==> src/rtl/ctrl_cas_sched_if.sv <==
// ACT-stage request and CAS-issue signals between burst_act, the CAS scheduler and the command encoder.
interface ctrl_cas_sched_if #(
  parameter int unsigned BG_W = 2
);
  logic            act_valid;
  logic            act_hit;
  logic [2:0]      act_rw;
  logic [BG_W-1:0] act_bg;
  logic            act_ready;
  logic            cas_rdy;
  logic [2:0]      cas_req;
  logic [BG_W-1:0] cas_bg;

  modport master (
    output act_valid, act_hit, act_rw, act_bg,
    input  act_ready, cas_rdy, cas_req, cas_bg
  );

  modport slave (
    input  act_valid, act_hit, act_rw, act_bg,
    output act_ready, cas_rdy, cas_req, cas_bg
  );
endinterface

==> src/rtl/ctrl_cas_sched.sv <==
// DDR4 CAS scheduler: in-order column-request queue that enforces tRCD-AL,
// tCCD_S/tCCD_L and read/write turnaround spacing.
module ctrl_cas_sched #(
  parameter int unsigned DEPTH   = 4,
  parameter int unsigned BG_W    = 2,
  parameter int unsigned CNT_W   = 7,
  parameter int unsigned T_RCD   = 16,
  parameter int unsigned T_CCD_S = 4,
  parameter int unsigned T_CCD_L = 6,
  parameter int unsigned T_WTR   = 4
) (
  input  logic                       CK_t,
  input  logic                       reset_n,
  ctrl_cas_sched_if.slave            bus,
  input  logic [4:0]                 CL,
  input  logic [4:0]                 CWL,
  input  logic [4:0]                 AL,
  input  logic [3:0]                 BL,
  output logic                       cas_idle,
  output logic [$clog2(DEPTH+1)-1:0] q_level,
  output logic                       err
);

  localparam int unsigned PTR_W   = $clog2(DEPTH);
  localparam int unsigned LVL_W   = $clog2(DEPTH + 1);
  localparam int unsigned GW      = CNT_W + 1;
  localparam int unsigned CNT_MAX = (1 << CNT_W) - 1;

  localparam logic [2:0] RD_R  = 3'd0;
  localparam logic [2:0] RDA_R = 3'd1;
  localparam logic [2:0] WR_R  = 3'd2;
  localparam logic [2:0] WRA_R = 3'd3;

  typedef enum logic [1:0] {CAS_IDLE, CAS_WAIT, CAS_CMD} state_e;

  state_e state_q, state_d;

  logic [2:0]       q_rw  [DEPTH];
  logic [BG_W-1:0]  q_bg  [DEPTH];
  logic [CNT_W-1:0] q_cnt [DEPTH];
  logic [PTR_W-1:0] wr_ptr, rd_ptr;
  logic [LVL_W-1:0] level_q, level_d;

  logic             act_ready_q, cas_rdy_q, cas_idle_q, err_q;
  logic [2:0]       cas_req_q;
  logic [BG_W-1:0]  cas_bg_q;

  logic             has_prev, last_wr;
  logic [BG_W-1:0]  last_bg;
  logic [CNT_W-1:0] since_cas;

  logic             code_ok, push, pop, rcd_ok, gap_ok, head_wr;
  logic [2:0]       head_rw;
  logic [BG_W-1:0]  head_bg;
  logic [CNT_W-1:0] push_cnt, gap;
  logic signed [GW-1:0] rcd_raw, gap_raw;

  function automatic logic is_wr(input logic [2:0] code);
    return (code == WR_R) || (code == WRA_R);
  endfunction

  function automatic logic [PTR_W-1:0] ptr_inc(input logic [PTR_W-1:0] p);
    return (p == PTR_W'(DEPTH - 1)) ? '0 : p + PTR_W'(1);
  endfunction

  // Push acceptance and the per-entry countdown loaded on push (eligible delay minus one).
  always_comb begin
    code_ok = (bus.act_rw == RD_R) || (bus.act_rw == RDA_R) ||
              (bus.act_rw == WR_R) || (bus.act_rw == WRA_R);
    push    = bus.act_valid && act_ready_q && code_ok;
    pop     = (state_q == CAS_CMD);
    level_d = level_q + LVL_W'(push) - LVL_W'(pop);
    rcd_raw = signed'(GW'(T_RCD)) - signed'(GW'(AL));
    if (bus.act_hit || (rcd_raw < signed'(GW'(2)))) push_cnt = CNT_W'(1);
    else                                             push_cnt = CNT_W'(rcd_raw - signed'(GW'(1)));
  end

  // Spacing required between the last issued CAS and the current head.
  always_comb begin
    head_rw = q_rw[rd_ptr];
    head_bg = q_bg[rd_ptr];
    head_wr = is_wr(head_rw);
    if (head_wr == last_wr)
      gap_raw = (head_bg == last_bg) ? signed'(GW'(T_CCD_L)) : signed'(GW'(T_CCD_S));
    else if (!last_wr)
      gap_raw = signed'(GW'(CL)) - signed'(GW'(CWL)) + signed'(GW'(BL >> 1)) + signed'(GW'(2));
    else
      gap_raw = signed'(GW'(CWL)) + signed'(GW'(BL >> 1)) + signed'(GW'(T_WTR));
    if (gap_raw < signed'(GW'(T_CCD_S)))      gap = CNT_W'(T_CCD_S);
    else if (gap_raw > signed'(GW'(CNT_MAX))) gap = CNT_W'(CNT_MAX);
    else                                      gap = gap_raw[CNT_W-1:0];
    // Decision is made one cycle ahead of the strobe, hence the minus-one thresholds.
    gap_ok = !has_prev || (since_cas == CNT_W'(CNT_MAX)) || (since_cas >= gap - CNT_W'(1));
    rcd_ok = (q_cnt[rd_ptr] <= CNT_W'(1));
  end

  always_ff @(posedge CK_t or negedge reset_n) begin
    if (!reset_n) state_q <= CAS_IDLE;
    else          state_q <= state_d;
  end

  always_comb begin
    state_d = state_q;
    case (state_q)
      CAS_IDLE: if (push) state_d = CAS_WAIT;
      CAS_WAIT: if (rcd_ok && gap_ok) state_d = CAS_CMD;
      CAS_CMD:  state_d = (level_d != '0) ? CAS_WAIT : CAS_IDLE;
      default:  state_d = CAS_IDLE;
    endcase
  end

  // Queue storage; every entry's tRCD countdown runs regardless of its position.
  always_ff @(posedge CK_t or negedge reset_n) begin
    if (!reset_n) begin
      for (int i = 0; i < int'(DEPTH); i++) begin
        q_rw[i]  <= '0;
        q_bg[i]  <= '0;
        q_cnt[i] <= '0;
      end
      wr_ptr  <= '0;
      rd_ptr  <= '0;
      level_q <= '0;
    end else begin
      for (int i = 0; i < int'(DEPTH); i++)
        if (q_cnt[i] != '0) q_cnt[i] <= q_cnt[i] - CNT_W'(1);
      if (push) begin
        q_rw[wr_ptr]  <= bus.act_rw;
        q_bg[wr_ptr]  <= bus.act_bg;
        q_cnt[wr_ptr] <= push_cnt;
        wr_ptr        <= ptr_inc(wr_ptr);
      end
      if (pop) rd_ptr <= ptr_inc(rd_ptr);
      level_q <= level_d;
    end
  end

  // Last-issued CAS history and saturating elapsed counter.
  always_ff @(posedge CK_t or negedge reset_n) begin
    if (!reset_n) begin
      has_prev  <= 1'b0;
      last_wr   <= 1'b0;
      last_bg   <= '0;
      since_cas <= '0;
    end else if (pop) begin
      has_prev  <= 1'b1;
      last_wr   <= head_wr;
      last_bg   <= head_bg;
      since_cas <= CNT_W'(1);
    end else if (since_cas != CNT_W'(CNT_MAX)) begin
      since_cas <= since_cas + CNT_W'(1);
    end
  end

  always_ff @(posedge CK_t or negedge reset_n) begin
    if (!reset_n) begin
      act_ready_q <= 1'b1;
      cas_rdy_q   <= 1'b0;
      cas_req_q   <= '0;
      cas_bg_q    <= '0;
      cas_idle_q  <= 1'b1;
      err_q       <= 1'b0;
    end else begin
      act_ready_q <= (level_d < LVL_W'(DEPTH));
      cas_rdy_q   <= (state_d == CAS_CMD);
      cas_idle_q  <= (state_d == CAS_IDLE);
      if (state_d == CAS_CMD) begin
        cas_req_q <= head_rw;
        cas_bg_q  <= head_bg;
      end
      if (bus.act_valid && !push) err_q <= 1'b1;
    end
  end

  assign bus.act_ready = act_ready_q;
  assign bus.cas_rdy   = cas_rdy_q;
  assign bus.cas_req   = cas_req_q;
  assign bus.cas_bg    = cas_bg_q;
  assign cas_idle      = cas_idle_q;
  assign q_level       = level_q;
  assign err           = err_q;

endmodule

==> src/flat_wrapper.sv <==
// flat-port wrapper written by rule: the top's interface ports become plain ports
module ctrl_cas_sched_flat 
#(
  parameter int unsigned DEPTH   = 4,
  parameter int unsigned BG_W    = 2,
  parameter int unsigned CNT_W   = 7,
  parameter int unsigned T_RCD   = 16,
  parameter int unsigned T_CCD_S = 4,
  parameter int unsigned T_CCD_L = 6,
  parameter int unsigned T_WTR   = 4
)
  (CK_t, reset_n, CL, CWL, AL, BL, cas_idle, q_level, err, bus_act_valid, bus_act_hit, bus_act_rw, bus_act_bg, bus_act_ready, bus_cas_rdy, bus_cas_req, bus_cas_bg);
  ctrl_cas_sched_if #(.BG_W(BG_W)) bus_i ();
  input  logic CK_t;
  input  logic reset_n;
  input  logic [4:0] CL;
  input  logic [4:0] CWL;
  input  logic [4:0] AL;
  input  logic [3:0] BL;
  output logic cas_idle;
  output logic [$clog2(DEPTH+1)-1:0] q_level;
  output logic err;
  input wire logic [$bits(bus_i.act_valid)-1:0] bus_act_valid;
  input wire logic [$bits(bus_i.act_hit)-1:0] bus_act_hit;
  input wire logic [$bits(bus_i.act_rw)-1:0] bus_act_rw;
  input wire logic [$bits(bus_i.act_bg)-1:0] bus_act_bg;
  output wire logic [$bits(bus_i.act_ready)-1:0] bus_act_ready;
  output wire logic [$bits(bus_i.cas_rdy)-1:0] bus_cas_rdy;
  output wire logic [$bits(bus_i.cas_req)-1:0] bus_cas_req;
  output wire logic [$bits(bus_i.cas_bg)-1:0] bus_cas_bg;
  assign bus_i.act_valid = bus_act_valid;
  assign bus_i.act_hit = bus_act_hit;
  assign bus_i.act_rw = bus_act_rw;
  assign bus_i.act_bg = bus_act_bg;
  assign bus_act_ready = bus_i.act_ready;
  assign bus_cas_rdy = bus_i.cas_rdy;
  assign bus_cas_req = bus_i.cas_req;
  assign bus_cas_bg = bus_i.cas_bg;
  ctrl_cas_sched #(.DEPTH(DEPTH), .BG_W(BG_W), .CNT_W(CNT_W), .T_RCD(T_RCD), .T_CCD_S(T_CCD_S), .T_CCD_L(T_CCD_L), .T_WTR(T_WTR)) u_core (.CK_t(CK_t), .reset_n(reset_n), .bus(bus_i), .CL(CL), .CWL(CWL), .AL(AL), .BL(BL), .cas_idle(cas_idle), .q_level(q_level), .err(err));
endmodule
==> config.mk <==
export PLATFORM = sky130hd
export DESIGN_NAME = ctrl_cas_sched_flat
export DESIGN_NICKNAME = d
export VERILOG_FILES = /design/src/rtl/ctrl_cas_sched_if.sv /design/src/rtl/ctrl_cas_sched.sv /design/src/flat_wrapper.sv
export SDC_FILE = /design/constraint.sdc
export NUM_CORES = 1
export LEC_CHECK = 0
export CORE_ASPECT_RATIO = 1.4
export CORE_MARGIN = 2
export CORE_UTILIZATION = 55
export DETAILED_ROUTE_END_ITERATION = 8
export MAX_ROUTING_LAYER = met4
export PLACE_DENSITY = 0.76
export SKIP_CTS_REPAIR_TIMING = 1
export SYNTH_ARGS = -nofsm -noshare
export SYNTH_HDL_FRONTEND = slang
export SYNTH_SLANG_ARGS = --single-unit
export TNS_END_PERCENT = 50
==> constraint.sdc <==
create_clock -name CK_t -period 5.4 [get_ports CK_t]
set_clock_uncertainty 0.05 [all_clocks]
set_input_delay 0.54 -clock CK_t [delete_from_list [all_inputs] [get_ports CK_t]]
set_output_delay 0.54 -clock CK_t [all_outputs]
set_load 0.05 [all_outputs]
==> results.txt, run 1 <==
----------------------------------------------------
[Worst setup path]
  Worst-path maximum fanout ... 7
  Data required time of the worst path ... between 5000 and 6000 ps
  Type of element launching the critical path ... input port
  Data arrival time of the worst path ... between 5000 and 6000 ps
  Startpoint of the worst register-to-register path ... u_core.rd_ptr[0]
  Most repeated library cell on the critical path ... sky130_fd_sc_hd__inv_1
  Crit-path leading delay family ... adder cells
  Endpoint class of the critical path ... register
  Startpoint of the worst setup timing path ... CWL[1]
  Worst Path Class, Setup ... input port to register
  Sum of buffers and inverters on the critical path ... 6
  Slowest cell on the critical path ... sky130_fd_sc_hd__fa_1
  Worst stage delay on the critical path ... roughly 500 ps

[Synthesis]
  Number of warnings issued by yosys ... 0
  Commonest register cell after synthesis ... sky130_fd_sc_hd__dfrtp_1
  Commonest cells in the synthesized netlist ... 75 x sky130_fd_sc_hd__dfrtp_1, 58 x sky130_fd_sc_hd__nand2_1, 40 x sky130_fd_sc_hd__ha_1
  Fraction of the yosys area taken by sequential cells ... 39.7%
  Number of storage elements in the synthesis netlist ... a little under 80
  Gate count of the mapped netlist ... between 400 and 500
  Synth Area in XOR/XNOR ... 7.21%
  Fraction of post-synthesis cell area in the top cell type by area ... between 30% and 40%
  Share of synthesized flip-flops with an asynchronous set or reset ... 100%
  Post-synth net total ... around 570
  Main area contributors after synthesis ... sky130_fd_sc_hd__dfrtp_1 39%, sky130_fd_sc_hd__ha_1 10%, sky130_fd_sc_hd__mux2_2 4.6%, sky130_fd_sc_hd__nand2_1 4.5%, sky130_fd_sc_hd__o21ai_0 4.0%
  Main combinational cell family by area after synthesis ... simple AND/OR/NAND/NOR gates
  Number of different library cells in the post-synthesis netlist ... 53
  Simple-gate share of the synthesized area ... approximately 17%
  Post-synth design cell area ... approximately 0.005 mm^2
  Library cell with the largest summed area after synthesis ... sky130_fd_sc_hd__dfrtp_1
  Compound-gate portion of the synthesized area ... about 11%
  Mux cell area share after synthesis ... 8.55%
  Most frequent cell after synthesis ... sky130_fd_sc_hd__dfrtp_1
  Post-Syn Area per Cell ... a little under 10 um^2
  Post-synth EDFFs ... 0
  Adder-cell share of the synthesized area ... about 12%

[Placement]
  HPWL reported at the end of detailed placement ... approximately 7300 um
  Final estimated routing congestion in global placement ... about 0.88
  PortBufs ... 38

[Cells and area]
  FF+latch area ... just under 0.002 mm^2
  Total area of multi-input combinational cells ... ~0.0028 mm^2
  Layout cells sized above 1 ... 14.9%
  Diode insertion count for antenna repair ... 0
  Nets ... slightly above 600
  Fillcell total ... approximately 670
  Utilization of the core after routing ... 68.0%
  Synth-to-Final Area Change ... 20.4%

[CTS]
  TritonCTS clock tree ... done
  Max Root-Sink Buffers ... 2
  Root buffer cell ... sky130_fd_sc_hd__clkbuf_16
  Inserted Clock Buffers ... 9
  Clock latency of the later-clocked register in the worst-skew pair ... about 340 ps
  CTS sink cnt ... between 70 and 80
  CTS H-Tree Depth ... 3
  Clock-pin slew on the worst setup and hold paths ... around 60 ps

[Timing]
  Clock period minus final worst setup slack ... around 5200 ps
  Sum of negative setup slack ... 0 ps
  Total setup violations reported at the end of the flow ... 0
  Number of hold violations in the final report ... 0
  Maximum operating frequency ... 193 MHz
  Final count of pins violating max slew ... 0
  Slew @ Worst Pin ... about 950 ps
  Post-route fraction of the period consumed by the critical path ... between 90% and 100%
  Hold slack ... between 200 and 300 ps
  Relative slew slack ... roughly 37%

[Global routing]
  Leftover overflow at the end of global routing ... 0
  Pin count of the biggest net entering global routing ... slightly below 80
  Initial antenna violation count ... 0
  First-pass GRT wire length ... between 15000 and 20000 um
  GRT Resource Usage Total ... between 20% and 30%
  Number of global-route vias before repair ... 3929

[Power and ir drop]
  Maximum VDD drop ... 0.474 mV
  Flop pwr share ... between 20% and 30%
  Combinational power share ... a little over half
  Leak pwr ... 2.75 nW
  Power per Cell Area ... 624 mW/mm^2
  Internal power ... ~2.2 mW
  Power spent charging and discharging nets ... approximately 1.5 mW
  Power share of the clock group ... ~18%
  Sw Ratio ... approximately two fifths

[Floorplan]
  Placeable core region ... approximately 0.0086 mm^2
  Vertical die dimension ... about 120 um
  Die Span X ... between 80 and 90 um
  Initial cell density of the core ... approximately 56%
  Standard-cell rows ... 40
  Die footprint ... between 0.009 and 0.01 mm^2
  Number of ports placed on the die boundary ... 40

[Routing]
  Vias post-DR ... ~3700
  Detail-routed net length per standard cell ... approximately 15 um
  Via density per instance ... between 5 and 6
  Router iterations before antenna repair ... 4
  Number of nets with antenna violations after detailed routing ... 0
  Number of DRC violations after detailed-routing iteration 0 ... 177
  Final routed wirelength across all metal layers ... a little over 10000 um
  DR DRC count ... 0

[Flow run]
  Max Cap Viol ... 0

[Hold path]
  Worst hold path type ... input port to asynchronous set/reset pin

[Outcome]
  Run status ... completed

----------------------------------------------------
==> area by class of cell <==
| class | count | area share [%] |
|---|---|---|
| clock buffers | 10 | 3.91 |
| well taps | 105 | 2.24 |
| flip-flops and latches | 77 | 33.0 |
| inverters | 39 | 2.50 |
| repair buffers | 56 | 8.85 |
| multi-input cells | 368 | 48.0 |
| clock inverters | 6 | 1.50 |
==> registers in the layout (all words and copies together) (netlist names), 2 cells and up <==
name	count
u_core.last_bg	2
u_core.wr_ptr	2
u_core.state_q	2
u_core.q_level	3
u_core.q_cnt	28
u_core.q_bg	8
u_core.rd_ptr	2
u_core.bus.cas_req	3
u_core.q_rw	12
u_core.bus.cas_bg	2
u_core.since_cas	7
==> routing by layer <==
metal	up-vias	GRT usage (%)	routed length (um)	share of wire, %
li1	1823	-	-	-
met1	1794	23.3	4050	40
met2	67	43.5	5570	55
met3	21	4.31	324	3.2
met4	0	10.3	218	2.1
met5	-	-	0	0
==> cells in the final DEF, fill, tap and decap left out, types with 17 or more instances in the layout <==
| master | n |
|---|---|
| sky130_fd_sc_hd__mux2_2 | 17 |
| sky130_fd_sc_hd__nand3_1 | 17 |
| sky130_fd_sc_hd__xor2_1 | 17 |
| sky130_fd_sc_hd__ha_1 | 35 |
| sky130_fd_sc_hd__dfrtp_1 | 75 |
| sky130_fd_sc_hd__nand2_1 | 57 |
| sky130_fd_sc_hd__inv_1 | 36 |
| sky130_fd_sc_hd__clkdlybuf4s50_1 | 35 |
| sky130_fd_sc_hd__nor2_1 | 26 |
| sky130_fd_sc_hd__o21ai_0 | 38 |
| sky130_fd_sc_hd__buf_4 | 19 |
| sky130_fd_sc_hd__xnor2_1 | 22 |
==> per-stage QoR <==
stage                     setup WS (ps)  power [mW]  cell area, um^2  std cells
after floorplan                     338        2.36             4860        494
after global placement             -173        2.70             5410        640
after detailed placement           -340        2.79             5410        640
after CTS                         -18.4        3.45             5730        656
after global routing              -30.5        3.96             5850        661
final                               230        3.65             5850        661
==> cells by family (layout without fill, tap and decap cells) <==
| group | after synthesis | count (layout) |
|---|---|---|
| buffers and inverters | 49 | 111 |
| xor gates and xnor gates | 40 | 40 |
| muxes | 31 | 31 |
| and+or+nand+nor | 169 | 169 |
| adders and majority gates | 45 | 45 |
| AOI/OAI and AO/OA | 83 | 83 |
| DFF | 77 | 77 |
==> power by group through the flow <==
stage | Sequential, mW | Combinational [mW] | Clock (mW)
after floorplan | 1.13 | 1.23 | 0
after global placement | 1.07 | 1.63 | 0
after detailed placement | 1.09 | 1.70 | 0
after CTS | 1.08 | 1.72 | 0.647
after global routing | 1.13 | 2.16 | 0.673
final | 1.09 | 1.92 | 0.641
==> path summary, 6_finish.rpt <==
kind | end | slack [ps] | depth (start not counted)
worst min-delay path | u_core.q_cnt[24] | 300 | 1
worst max register to register | u_core.bus.cas_req[1] | 1170 | 15
min in group CK_t | u_core.err | 410 | 1
worst min register to register | u_core.err | 410 | 1
max in group asynchronous | u_core.bus.cas_req[2] | 4380 | 1
worst max-delay path | u_core.bus.cas_req[1] | 230 | 25
Power figures use the tool's default switching activity.
==> inputs of run 2 (changes only) <==
--- a/config.mk
+++ b/config.mk
@@ -8,9 +8,11 @@
 export CORE_ASPECT_RATIO = 1.4
 export CORE_MARGIN = 2
 export CORE_UTILIZATION = 55
+export CTS_CLUSTER_DIAMETER = 40
 export DETAILED_ROUTE_END_ITERATION = 8
 export MAX_ROUTING_LAYER = met4
 export PLACE_DENSITY = 0.76
+export REMOVE_ABC_BUFFERS = 1
 export SKIP_CTS_REPAIR_TIMING = 1
 export SYNTH_ARGS = -nofsm -noshare
 export SYNTH_HDL_FRONTEND = slang
==> results.txt, run 2 (synthesis gave the netlist of run 1 again) <==
----------------------------------------------------
[Cells and area]
  Utilization of the core after routing ... 67.4% (-0.64 points)
  Most common library cell in the layout ignoring fill and taps ... sky130_fd_sc_hd__dfrtp_1
  Nets ... 621 (-0.32%)
  Layout cells sized above 1 ... 13.9% (-1.0 points)
  Final non-filler cell total ... 659 (-0.30%)
  Synth-to-Final Area Change ... 19.3%
  Post-route cell area ... 0.00580 mm^2 (-0.94%)
  Diode insertion count for antenna repair ... 0 (unchanged)
  Flip-flop count of the largest register after layout ... 28 (unchanged)
  Reg with most FFs ... u_core.q_cnt
  Commonest non-fill, non-tap cells in the layout ... 75 x sky130_fd_sc_hd__dfrtp_1, 57 x sky130_fd_sc_hd__nand2_1, 38 x sky130_fd_sc_hd__o21ai_0, 37 x sky130_fd_sc_hd__ha_1, 36 x sky130_fd_sc_hd__inv_1
  Fillcell total ... 672 (+0.15%)
  Largest registers in the final layout ... u_core.q_cnt x28, u_core.q_rw x12, u_core.q_bg x8

[Timing]
  Slew @ Worst Pin ... 941 ps (-9.58 ps)
  Relative slew slack ... 37.2% (+0.64 points)
  Hold slack ... 289 ps (-10.6 ps)
  Final count of pins violating max slew ... 0 (unchanged)
  Maximum operating frequency ... 194 MHz (+0.39%)
  Setup repair after global routing missed its margin ... false
  Clock period minus final worst setup slack ... 5150 ps (-19.9 ps)
  Total setup violations reported at the end of the flow ... 0 (unchanged)
  Post-route fraction of the period consumed by the critical path ... 95.4% (-0.37 points)
  Number of hold violations in the final report ... 0 (unchanged)

[Global routing]
  First-pass GRT wire length ... 17500 um (+1.9%)
  Number of global-route vias before repair ... 3955 (+0.66%)
  Leftover overflow at the end of global routing ... 0 (unchanged)
  GRT Resource Usage Total ... 23.7% (+0.56 points)
  Initial antenna violation count ... 0 (unchanged)
  Pin count of the biggest net entering global routing ... 78 (unchanged)

[Power and ir drop]
  Flop pwr share ... 31.0% (+1.2 points)
  Combinational power share ... 51.5% (-1.2 points)
  Power spent charging and discharging nets ... 1.42 mW (-3.2%)
  Maximum VDD drop ... 0.276 mV (-42%)
  Power share of the clock group ... 17.5% (about the same)
  Sw Ratio ... 40.3% (+0.23 points)
  Post-route total power ... 3.52 mW (-3.8%)
  Leak pwr ... 2.75 nW (about the same)
  Power per Cell Area ... 606 mW/mm^2 (-2.9%)
  Internal power ... 2.10 mW (-4.1%)

[Routing]
  Detail-routed net length per standard cell ... 15.6 um (+1.3%)
  Number of nets with antenna violations after detailed routing ... 0 (unchanged)
  Router iterations before antenna repair ... 6 (+2)
  Vias post-DR ... 3776 (+1.9%)
  Final routed wirelength across all metal layers ... 10300 um (+1.0%)
  Number of DRC violations after detailed-routing iteration 0 ... 175 (-1.1%)
  DR DRC count ... 0 (unchanged)
  Via density per instance ... 5.73 (+2.2%)

[Floorplan]
  Initial cell density of the core ... 56.5% (unchanged)
  Die Span X ... 83.5 um (unchanged)
  Number of ports placed on the die boundary ... 40 (unchanged)
  Vertical die dimension ... 115 um (unchanged)
  Placeable core region ... 0.00861 mm^2 (unchanged)
  Die footprint ... 0.00962 mm^2 (unchanged)
  Standard-cell rows ... 40 (unchanged)

[Worst setup path]
  Logic depth of the worst path, buffers included ... 27 (+8.0%)
  Slowest cell on the critical path ... sky130_fd_sc_hd__fa_1
  Data required time of the worst path ... 5570 ps (about the same)
  Cell count of the worst reg-to-reg path ... 16 (+1)
  Startpoint of the worst register-to-register path ... u_core.rd_ptr[0]
  Endpoint of the worst setup timing path ... u_core.bus.cas_req[0]
  Startpoint of the worst setup timing path ... CL[0]
  Endpoint of the worst register-to-register path ... u_core.bus.cas_req[0]
  Sum of buffers and inverters on the critical path ... 7 (+1)
  Worst reg-to-reg setup slack ... 1040 ps (-130 ps)
  Worst stage delay on the critical path ... 490 ps (about the same)
  Worst Path Class, Setup ... input port to register
  Worst-path maximum fanout ... 6 (-1)
  Crit-path leading delay family ... adder cells
  Data arrival time of the worst path ... 5320 ps (-20 ps)
  Endpoint class of the critical path ... register
  Type of element launching the critical path ... input port

[CTS]
  Root buffer cell ... sky130_fd_sc_hd__clkbuf_16
  CTS H-Tree Depth ... 3 (unchanged)
  Max Root-Sink Buffers ... 2 (unchanged)
  TritonCTS clock tree ... done
  Clock latency of the later-clocked register in the worst-skew pair ... 340 ps (about the same)
  Inserted Clock Buffers ... 9 (unchanged)
  CTS sink cnt ... 77 (unchanged)
  Clock-pin slew on the worst setup and hold paths ... 60 ps (about the same)

[Placement]
  Placed instance count ... 640 (unchanged)
  Cell area reported after detailed placement ... 0.00541 mm^2 (unchanged)
  PortBufs ... 38 (unchanged)
  Final estimated routing congestion in global placement ... 0.885 (+0.41%)
  HPWL reported at the end of detailed placement ... 7570 um (+4.4%)

[Flow run]
  Max Cap Viol ... 0 (unchanged)

[Hold path]
  Worst hold path type ... input port to asynchronous set/reset pin

[Outcome]
  Run status ... completed

----------------------------------------------------
run 2: changes by cell type in the layout (fill, tap and decap cells not counted), moves of 2 or more:
cell and delta:
sky130_fd_sc_hd__clkinv_4 -2, sky130_fd_sc_hd__ha_4 -2, sky130_fd_sc_hd__ha_1 +2, sky130_fd_sc_hd__dlymetal6s2s_1 +2, sky130_fd_sc_hd__buf_4 -2, sky130_fd_sc_hd__clkbuf_8 +3
sky130_fd_sc_hd__clkdlybuf4s50_1 -2
run 2: stage by stage:
stage                     setup TNS, ps  setup WS [ps]
after floorplan                       0            336
after global placement            -1040           -214
after detailed placement          -1940           -377
after CTS                          -118          -36.4
after global routing                  0           21.8
final                                 0            250
run 2: worst min path at each step:
| stage | endpoint | cells past startpoint | start |
|---|---|---|---|
| floorplan | u_core.bus.cas_bg[0] | 0 | reset_n |
| global placement | u_core.err | 1 | u_core.err |
| detailed placement | u_core.err | 1 | u_core.err |
| CTS | u_core.q_cnt[12] | 1 | reset_n |
| global route | u_core.q_cnt[12] | 1 | reset_n |
| finish | u_core.q_cnt[10] | 1 | reset_n |
run 2: worst register-to-register path: stages (launching register included):
cell,delay (ps)
sky130_fd_sc_hd__dfrtp_1,650
sky130_fd_sc_hd__mux4_2,640
sky130_fd_sc_hd__nand2b_4,180
sky130_fd_sc_hd__mux2i_2,290
sky130_fd_sc_hd__o31ai_2,130
sky130_fd_sc_hd__o31ai_2,320
sky130_fd_sc_hd__nand2b_2,110
sky130_fd_sc_hd__nand2b_1,110
sky130_fd_sc_hd__ha_2,200
sky130_fd_sc_hd__xor2_1,180
sky130_fd_sc_hd__ha_1,250
sky130_fd_sc_hd__nor2b_1,130
sky130_fd_sc_hd__o21ai_1,160
sky130_fd_sc_hd__a21oi_2,90
sky130_fd_sc_hd__o211ai_1,240
sky130_fd_sc_hd__buf_4,220
sky130_fd_sc_hd__mux2_4,310
run 2: area by class of cell:
cell class / count / area, um^2 / area share [%]
well taps: 105 / 131 / 2.27
repair buffers: 54 / 508 / 8.76
flip-flops and latches: 77 / 1930 / 33.3
inverters: 39 / 146 / 2.52
clock inverters: 4 / 45.0 / 0.777
multi-input cells: 368 / 2770 / 47.8
clock buffers: 12 / 267 / 4.60
run 2: power by group through the flow:
stage,sequential (mW),clock [mW],combinational (mW)
floorplan,1.15,0,1.17
global placement,1.08,0,1.65
detailed placement,1.09,0,1.72
CTS,1.09,0.627,1.75
global route,1.12,0.653,2.03
finish,1.09,0.617,1.81
run 2: layer usage:
metal	part of all wire, %	vias up	global-route usage, %	wire (um)
met5	0	-	-	0
met3	3.0	33	4.95	306
met4	3.2	0	11.3	325
met1	38	1829	23.2	3910
met2	56	91	44.5	5720
li1	-	1823	-	-
==> inputs of run 3 (changes only) <==
--- a/config.mk
+++ b/config.mk
@@ -10,6 +10,8 @@
 export CORE_UTILIZATION = 55
 export CTS_CLUSTER_DIAMETER = 40
 export DETAILED_ROUTE_END_ITERATION = 8
+export GPL_ROUTABILITY_DRIVEN = 0
+export HOLD_SLACK_MARGIN = 0.02
 export MAX_ROUTING_LAYER = met4
 export PLACE_DENSITY = 0.76
 export REMOVE_ABC_BUFFERS = 1
==> results of run 3 <==
No change in the layout: final DEF, timing and power equal those of run 2.
